<file path="src/rtl/calc_pkg.sv">
// Shared types and constants for the hex calculator operand entry path.
package calc_pkg;

  typedef enum logic [1:0] {
    S_A     = 2'd0,
    S_B     = 2'd1,
    S_OFFER = 2'd2
  } entry_state_e;

  localparam logic [1:0] OP_ADD = 2'b00;
  localparam logic [1:0] OP_SUB = 2'b01;
  localparam logic [1:0] OP_MUL = 2'b10;
  localparam logic [1:0] OP_DIV = 2'b11;

  localparam logic [3:0] MAX_DIGIT_DEFAULT = 4'hB;

endpackage

</file>
<file path="src/rtl/key_debounce.sv">
// Raw active-low key -> synchronizer -> debouncer -> one-cycle press pulse.
// CALC_ENTRY_DEBOUNCE_EN selects the full stable-count filter; otherwise sync + edge detect only.
module key_debounce #(
  parameter int DEBOUNCE_CYCLES = 1_000_000
) (
  input  logic clk,
  input  logic rst_n,
  input  logic key_n,
  output logic press
);

  localparam int CW = (DEBOUNCE_CYCLES < 1) ? 1 : $clog2(DEBOUNCE_CYCLES + 1);

`ifdef CALC_ENTRY_DEBOUNCE_EN
  localparam logic [CW-1:0] TERM = CW'(DEBOUNCE_CYCLES);
`else
  // Terminal count of zero makes the filter accept any change on the first sample.
  localparam logic [CW-1:0] TERM = '0;
`endif

  logic          sync1_q, sync2_q;
  logic          stable_q, stable_d;
  logic          armed_q, armed_d;
  logic          press_q, press_d;
  logic [CW-1:0] cnt_q, cnt_d;

  always_comb begin
    stable_d = stable_q;
    cnt_d    = '0;
    press_d  = 1'b0;
    // Stays disarmed until the key is seen released, so a key held through reset never fires.
    armed_d  = armed_q | sync2_q;
    if (sync2_q != stable_q) begin
      if (cnt_q == TERM) begin
        stable_d = sync2_q;
        press_d  = stable_q & armed_q;
      end else begin
        cnt_d = cnt_q + CW'(1);
      end
    end
  end

  always_ff @(posedge clk) begin
    if (!rst_n) begin
      sync1_q  <= 1'b0;
      sync2_q  <= 1'b0;
      stable_q <= 1'b1;
      armed_q  <= 1'b0;
      cnt_q    <= '0;
      press_q  <= 1'b0;
    end else begin
      sync1_q  <= key_n;
      sync2_q  <= sync1_q;
      stable_q <= stable_d;
      armed_q  <= armed_d;
      cnt_q    <= cnt_d;
      press_q  <= press_d;
    end
  end

  assign press = press_q;

endmodule

</file>
<file path="src/rtl/calc_operand_entry.sv">
// Operand entry controller: collects A, B and an opcode from keys/switches and offers them once.
// Key filtering depth is controlled by CALC_ENTRY_DEBOUNCE_EN inside key_debounce.
//
// state   | meaning
// S_A     | digits shift into operand A
// S_B     | digits shift into operand B
// S_OFFER | A/B/OP held, OUT_VALID high until accepted or cleared
module calc_operand_entry
  import calc_pkg::*;
#(
  parameter int         DEBOUNCE_CYCLES = 1_000_000,
  parameter logic [3:0] MAX_DIGIT       = MAX_DIGIT_DEFAULT
) (
  input  logic       CLOCK_50,
  input  logic       RST_N,
  input  logic       KEY_DIGIT,
  input  logic       KEY_NEXT,
  input  logic       KEY_CLEAR,
  input  logic [3:0] SW_VAL,
  input  logic [1:0] SW_OP,
  output logic [7:0] A,
  output logic [7:0] B,
  output logic [1:0] OP,
  output logic       OUT_VALID,
  input  logic       OUT_READY,
  output logic       ERR,
  output logic [1:0] ENTRY_STATE
);

  logic digit_p, next_p, clear_p;

  key_debounce #(.DEBOUNCE_CYCLES(DEBOUNCE_CYCLES)) u_key_digit (
    .clk(CLOCK_50), .rst_n(RST_N), .key_n(KEY_DIGIT), .press(digit_p)
  );
  key_debounce #(.DEBOUNCE_CYCLES(DEBOUNCE_CYCLES)) u_key_next (
    .clk(CLOCK_50), .rst_n(RST_N), .key_n(KEY_NEXT), .press(next_p)
  );
  key_debounce #(.DEBOUNCE_CYCLES(DEBOUNCE_CYCLES)) u_key_clear (
    .clk(CLOCK_50), .rst_n(RST_N), .key_n(KEY_CLEAR), .press(clear_p)
  );

  entry_state_e state_q, state_d;
  logic [7:0]   a_q, a_d, b_q, b_d;
  logic [1:0]   op_q, op_d;
  logic [1:0]   cnt_a_q, cnt_a_d, cnt_b_q, cnt_b_d;
  logic         err_q, err_d;
  logic         digit_bad;

  assign digit_bad = (SW_VAL > MAX_DIGIT);

  always_comb begin
    state_d = state_q;
    a_d     = a_q;
    b_d     = b_q;
    op_d    = op_q;
    cnt_a_d = cnt_a_q;
    cnt_b_d = cnt_b_q;
    err_d   = 1'b0;
    if (clear_p) begin
      state_d = S_A;
      a_d     = '0;
      b_d     = '0;
      op_d    = '0;
      cnt_a_d = '0;
      cnt_b_d = '0;
    end else begin
      case (state_q)
        S_A: begin
          if (digit_p) begin
            if (digit_bad || cnt_a_q == 2'd2) begin
              err_d = 1'b1;
            end else begin
              a_d     = {a_q[3:0], SW_VAL};
              cnt_a_d = cnt_a_q + 2'd1;
            end
          end else if (next_p) begin
            state_d = S_B;
          end
        end
        S_B: begin
          if (digit_p) begin
            if (digit_bad || cnt_b_q == 2'd2) begin
              err_d = 1'b1;
            end else begin
              b_d     = {b_q[3:0], SW_VAL};
              cnt_b_d = cnt_b_q + 2'd1;
            end
          end else if (next_p) begin
            // Refuse to offer a division by zero.
            if (SW_OP == OP_DIV && b_q == 8'h00) begin
              err_d = 1'b1;
            end else begin
              op_d    = SW_OP;
              state_d = S_OFFER;
            end
          end
        end
        S_OFFER: begin
          if (OUT_READY) begin
            state_d = S_A;
            a_d     = '0;
            b_d     = '0;
            cnt_a_d = '0;
            cnt_b_d = '0;
          end
        end
        default: state_d = S_A;
      endcase
    end
  end

  always_ff @(posedge CLOCK_50) begin
    if (!RST_N) begin
      state_q <= S_A;
      a_q     <= '0;
      b_q     <= '0;
      op_q    <= '0;
      cnt_a_q <= '0;
      cnt_b_q <= '0;
      err_q   <= 1'b0;
    end else begin
      state_q <= state_d;
      a_q     <= a_d;
      b_q     <= b_d;
      op_q    <= op_d;
      cnt_a_q <= cnt_a_d;
      cnt_b_q <= cnt_b_d;
      err_q   <= err_d;
    end
  end

  assign A           = a_q;
  assign B           = b_q;
  assign OP          = op_q;
  assign ERR         = err_q;
  assign OUT_VALID   = (state_q == S_OFFER);
  assign ENTRY_STATE = state_q;

endmodule

</file>
<file path="config.mk">
export PLATFORM = sky130hd
export DESIGN_NAME = calc_operand_entry
export DESIGN_NICKNAME = d
export VERILOG_FILES = /design/src/rtl/calc_pkg.sv /design/src/rtl/key_debounce.sv /design/src/rtl/calc_operand_entry.sv
export SDC_FILE = /design/constraint.sdc
export NUM_CORES = 1
export LEC_CHECK = 0
export BUFFER_PORTS_ARGS = -buffer_cell sky130_fd_sc_hd__buf_4
export CAP_MARGIN = 25
export CORE_UTILIZATION = 55
export DETAILED_ROUTE_END_ITERATION = 10
export HOLD_SLACK_MARGIN = 0.1
export PLACE_DENSITY = 0.74
export SYNTH_ARGS = -nofsm -noshare
export SYNTH_HDL_FRONTEND = slang
export SYNTH_HIERARCHICAL = 1
export SYNTH_SLANG_ARGS = --single-unit
</file>
<file path="constraint.sdc">
create_clock -name CLOCK_50 -period 2.3 [get_ports CLOCK_50]
set_clock_uncertainty 0.15 [all_clocks]
set_input_delay 0 -clock CLOCK_50 [delete_from_list [all_inputs] [get_ports CLOCK_50]]
set_output_delay 0 -clock CLOCK_50 [all_outputs]
set_load 0.005 [all_outputs]
</file>
# After elaboration in Yosys (flattened, before gate mapping)
# Cells that the tools add are included.
dict set report classes {
  magnitude_cmp 1
  mul 0
  n_shift 0
  div_mod_pow 0
  n_bitwise 12
  reduce_logical 24
  add_sub_neg 5
  eq_ne 18
  mux 27
}
# operator count
set op_table {}
lappend op_table {{$add 20x1->20 const B} 3}
lappend op_table {{$logic_not 20->1} 3}
lappend op_table {{$mux 8} 5}
lappend op_table {{$pmux 8 s2} 2}
lappend op_table {{$mux 2} 10}
lappend op_table {{$reduce_and 4->1} 3}
lappend op_table {{$ne 2x1->1 const B} 5}
lappend op_table {{$ne 2x2->1 const B} 5}
lappend op_table {{$reduce_and 3->1} 3}
lappend op_table {{$reduce_or 3->1} 3}
lappend op_table {{$eq 2x2->1 const B} 4}
lappend op_table {{$logic_not 8->1} 1}
lappend op_table {{$pmux 2 s2} 2}
lappend op_table {{$mux 1} 6}
lappend op_table {{$not 1->1} 6}
lappend op_table {{$pmux 2 s3} 1}
lappend op_table {{$reduce_and 2->1} 3}
lappend op_table {{$reduce_and 6->1} 1}
lappend op_table {{$add 2x1->2 const B} 2}
lappend op_table {{$gt 4x4->1 const B} 1}
lappend op_table {{$reduce_bool 2->1} 2}
lappend op_table {{$and 1x1->1} 3}
lappend op_table {{$ne 1x1->1} 3}
lappend op_table {{$or 1x1->1} 3}
lappend op_table {{6 further kinds} 7}
dict set report word_totals {
  ramBits 0
  in_bits 12
  out_inout_bits 22
  reg_bits 100
  latch_bits 0
  memories 0
  rom_bits 0
}

# Logic depth before layout (Yosys ltp)
dict set report depth {
  word_depth 6
  ltp_mapped 7
  ltp_nobuf 6
}

# Cells and area by module
# Netlist, hierarchy kept.
# mod area_each_um2 cells_per_inst n_inst
set modules_own_cells {}
lappend modules_own_cells {{key_debounce (u_key_clear ...)} 1131.1 125 2}
lappend modules_own_cells {calc_operand_entry 1236.2 137 1}
lappend modules_own_cells {{key_debounce (u_key_next)} 1124.8 122 1}

# Worst setup path before layout
# Ideal clock, no wire load.
dict set report synth_path {
  path_type {register to register}
  start {register u_key_next.cnt_q[0]}
  end {register u_key_next.cnt_q[18]}
  stages_incl_launch_ff 7
  n_path_buf 1
  required_time_ns 2.084
  setup_ns 0.066
  t_arrival_ns 1.673
  slack_ns 0.411
  cell_sequence {dfxtp_1 > ha_1 > nand4_2 > or2_1 > buf_6 > or4_4 > a21oi_2}
}
dict set report synth_via {
  elab_chain_cells 2
}
# element line
set synth_rtl {}
lappend synth_rtl {{from (decl)} key_debounce.sv:25} ;# logic [CW-1:0] cnt_q, cnt_d;
lappend synth_rtl {{from (signal assigned)} key_debounce.sv:56} ;# cnt_q <= cnt_d;
lappend synth_rtl {{parallel branches: the longest is 2 deep, another holds $add 20x1->20} --}
# Parallel ways; which one is timed is not known.
# A chain may end at the register's enable or synchronous reset.

# Worst setup path in the final report
dict set report layout_path {
  start {register cnt_a_q[0]}
  end {register a_q[0] (netlist: A[0])}
}
dict set report layout_via {
  elab_chain_cells 4
}
# element line
set layout_rtl {}
lappend layout_rtl {{from (decl)} calc_operand_entry.sv:45} ;# logic [1:0] cnt_a_q, cnt_a_d, cnt_b_q, cnt_b_d;
lappend layout_rtl {{from (signal assigned)} calc_operand_entry.sv:126} ;# cnt_a_q <= cnt_a_d;
lappend layout_rtl {{$eq 2x2->1} calc_operand_entry.sv:70} ;# if (digit_bad || cnt_a_q == 2'd2) begin
lappend layout_rtl {{$logic_or 1x1->1} calc_operand_entry.sv:70}
lappend layout_rtl {{$ne 2x2->1 (no line)} --}
lappend layout_rtl {{$reduce_and 4->1 (no line)} --}
lappend layout_rtl {{to (signal assigned)} calc_operand_entry.sv:115} ;# a_q <= '0;
lappend layout_rtl {{to (signal assigned)} calc_operand_entry.sv:123} ;# a_q <= a_d;
lappend layout_rtl {{to (decl)} calc_operand_entry.sv:43} ;# logic [7:0] a_q, a_d, b_q, b_d;
# Every way passes these cells.

==> impl.org <==
** Placed design
- Port Buffers :: 33
- At the end of routability-driven placement, the weighted congestion stood at 0.7923.
- Detailed Place HPWL :: 6222 um
- Area after detailed placement :: between 4000 and 5000 sq um

** Route
- DR DRC count :: 0
- Detailed route wirelength on metal2 :: 4409 um
- Total detailed-routing wirelength :: 9109 um
- Max Used Layer :: met4
- In the routed layout, each cell is associated on average with a via count of ~5.8.
- After detailed routing, the average wire length per cell comes to 13.62 um.
- Detail Route met3 WL :: 296 um
- The first routing iteration left 119 violations.
- Detailed Routing Iterations Pass 1 :: 4
- Routed Antenna Nets :: 0
- Sum of routed wire segments on met1 :: 4283 um
- Summing over every cut layer, the via total after detailed routing is a little under 4k.

** Setup path
- Minimum setup slack among reg-to-reg paths :: 230 ps
- STA classifies the critical path endpoint as a register.
- The worst setup path is launched from a register.
- Capture instance of the worst register-to-register path :: A[0]
- Crit path cell chain :: inv_1 > ha_1 > nor3_2 > nand3_1 > dlygate4sd3_1 > a21oi_1
- Type of the worst setup path :: reg2reg
- Crit Path Max Fanout :: 9
- Data arrives at the worst endpoint at around 2200 ps.
- Critical path buffers and inverters :: 2
- Reg-to-Reg Start :: cnt_a_q[0]
- The worst register-to-register path has a depth of 6.
- On the worst path, the slowest cell contributes a delay of around 570 ps.
- For the worst setup path, the data required time is around 2500 ps.
- Broken down by cell family, the worst path's largest delay share belongs to buffers and inverters.
- For this design, the slowest cell found on the critical path is sky130_fd_sc_hd__dlygate4sd3_1.

** Floorplanning
- In this run the count of I/O pins placed on the die edge is 34.
- The floorplan step defined a die boundary enclosing 8777 sq um.
- Die Ht :: 93.69 um
- Core box area :: 8175 sq um
- The floorplan step set the die width to around 94 um.
- Standard-cell rows :: 33
- For this configuration, the core starts out at a cell density of 0.5655.

** Timing
- Number of pins with negative max-slew slack in the final report :: 0
- The hold violation count in the final report came to 0.
- Subtracting the final worst setup slack from the clock period gives 2073 ps.
- The worst pin sits at a relative slew slack of 0.6337.
- Period utilisation layout :: 0.9013
- Worst slew pin tran :: approximately 550 ps
- Final setup fails :: 0
- Setup repair after global routing left no endpoint under its margin.
- F_max :: 482.4 MHz
- Setup_tns :: 0 ps

** Synthesis
- Library cells used by synthesis :: 57
- The number of nets in the synthesized netlist is 529.
- For this run, the leading register cell type out of synthesis is sky130_fd_sc_hd__dfxtp_1.
- The share of the Yosys chip area taken by registers is 0.4330.
- Yosys warns :: 6
- Post-Synthesis Cell Area :: roughly 4600 sq um
- Counting flops and latches in the post-synthesis netlist gives 100.
- The average instance in the mapped netlist occupies 9.083 sq um.
- In the synthesized netlist the async set-or-reset flop fraction comes to 0.
- Counting flops with a built-in enable in the synthesized netlist gives 0.
- Cells after synthesis :: 509

** Clock tree
- Post-CTS setup buffer count :: 0
- Sinks on the clock net :: 100
- TritonCTS built the clock tree.
- Clock slew at reported path FFs :: 100 ps
- The clock passes through at most 2 buffers.
- The clock tree synthesis step divided the H-tree into 3 levels.
- Buffers inserted during clock tree synthesis total 9.
- The root buffer cell chosen for the clock tree is sky130_fd_sc_hd__clkbuf_8.
- Number of buffers inserted by hold repair at cts :: 17
- Clock latency of the later-clocked register in the worst-skew pair :: 370 ps
- Gates resized during post-CTS repair numbered 0.

** GRT
- For this run the aggregate overflow at the end of global routing stands at 0.
- Across every metal layer, demand over resource in global routing totals 0.2196.
- The via count of the first global-routing pass was 3,479.
- Number of antenna violations at the first check in global routing :: 0
- Global-route wire length before repair :: 15,530 um
- Pin count of the biggest net entering global routing :: 25

** Finish
- Leading cell type in the layout, fill and taps excluded :: sky130_fd_sc_hd__dfxtp_1
- The area growth from synthesis to layout is 15.10%.
- At the end of the flow the core is filled with cells to 0.6509.
- The final layout contains 579 nets.
- Area of all placed cells without fillers :: about 5300 sq um
- Fill cells in the final layout number between 600 and 700.
- Of the cells placed in the final design, the portion with a size suffix greater than 1 is 0.1383.
- In the layout the commonest cells are sky130_fd_sc_hd__dfxtp_1 (100), sky130_fd_sc_hd__nor2_1 (61), sky130_fd_sc_hd__nand3_1 (42).
- Number of antenna diodes :: 0

** Run status
- The run finished with clean final reports.

** Power
- IR analysis of the VDD net gives a maximum drop of ~370 uV.
- Power spread over the standard cell area amounts to 561.8 nW/um^2.
- Leakage dissipation :: around 1.8 nW

** Worst hold path
- In this run the most critical hold path is launched from OUT_READY.
- In this run the worst hold path is classified as in2reg.
- The worst hold path passes through 3 cells.
- Destination of the worst hold path :: ENTRY_STATE[1]

** Job
- Max-cap violations in this run came to 0.
## report_power, final
group | switching (mW) | internal (mW)
Clock | 0.602 | 0.535
Sequential | 0.0106 | 1.74
Combinational | 0.0458 | 0.0522
## registers in the layout, indices dropped and copies added, names as in the netlist, 2 cells and up
| name | count |
|---|---|
| B | 8 |
| u_key_next/cnt_q | 20 |
| cnt_b_q | 2 |
| u_key_digit/cnt_q | 20 |
| OP | 2 |
| u_key_clear/cnt_q | 20 |
| cnt_a_q | 2 |
| A | 8 |
| ENTRY_STATE | 2 |
## through the flow
| stage | power, mW | std cells | setup WS [ps] | hold slack [ps] |
|---|---|---|---|---|
| floorplan | 1.837 | 509 | 411.1 | -78.17 |
| global placement | 1.870 | 636 | 399.1 | 46.32 |
| detailed placement | 1.873 | 636 | 312.2 | 52.64 |
| CTS | 3.015 | 669 | 249.0 | 216.0 |
| global route | 3.102 | 669 | 63.68 | 236.6 |
| finish | 2.989 | 669 | 226.9 | 232.5 |
## worst register-to-register path: stages (launching register included)
cell	delay, ps
sky130_fd_sc_hd__dfxtp_1	340
sky130_fd_sc_hd__inv_1	60
sky130_fd_sc_hd__ha_1	230
sky130_fd_sc_hd__nor3_2	430
sky130_fd_sc_hd__nand3_1	130
sky130_fd_sc_hd__dlygate4sd3_1	570
sky130_fd_sc_hd__a21oi_1	110
## cells by family after synthesis
| kind of cell | share of synthesized area |
|---|---|
| AO/OA/AOI/OAI | 0.08336 |
| XOR/XNOR | 0.08336 |
| buffers and inverters | 0.04086 |
| multiplexers | 0.03085 |
| AND/OR/NAND/NOR | 0.3069 |
| flip-flops | 0.4330 |
| adder cells (fa/ha/maj) | 0.02165 |
## cell type report
cell class | instances | area, sq um | share of cell area
clock buffer | 11 | 141.4 | 0.02657
multi-input combinational | 370 | 2432 | 0.4571
inverter | 20 | 75.07 | 0.01411
clock inverter | 5 | 61.31 | 0.01152
timing repair buffer | 58 | 478.0 | 0.08982
tap | 105 | 131.4 | 0.02469
sequential | 100 | 2002 | 0.3762
## cell usage after synthesis, drive strengths merged, types with 7 or more instances
cell type | number | share of area
dfxtp | 100 | 0.43
buf | 12 | 0.019
mux2i | 12 | 0.026
xor2 | 13 | 0.025
nand4 | 25 | 0.038
o211ai | 13 | 0.021
or3 | 8 | 0.011
a21oi | 19 | 0.021
nor4 | 23 | 0.044
ha | 8 | 0.022
inv | 20 | 0.016
xnor2 | 31 | 0.059
o21ai | 8 | 0.0087
or4 | 7 | 0.012
and2 | 7 | 0.0095
nand2b | 7 | 0.0095
nand3 | 45 | 0.052
and3 | 7 | 0.0097
clkbuf | 7 | 0.0060
nor2 | 61 | 0.050
nor3 | 16 | 0.018
nand2 | 21 | 0.017
## routing by layer
layer / track usage / vias to the layer above
met1: 0.2801 / 1841
met5: 0 / -
met3: 0.02994 / 10
li1: - / 1926
met4: 0.08718 / 0
met2: 0.3735 / 80
## worst max-delay path by stage
| stage | startpoint | end | cells after the start |
|---|---|---|---|
| finish | cnt_a_q[0] | A[0] | 6 |
| global route | cnt_a_q[0] | A[0] | 6 |
| CTS | cnt_a_q[0] | A[0] | 6 |
| detailed placement | u_key_digit/cnt_q[0] | u_key_digit/cnt_q[18] | 5 |
| global placement | u_key_next/cnt_q[0] | u_key_next/cnt_q[18] | 5 |
| floorplan | u_key_next/cnt_q[0] | u_key_next/cnt_q[18] | 6 |
Power figures use the tool's default switching activity.
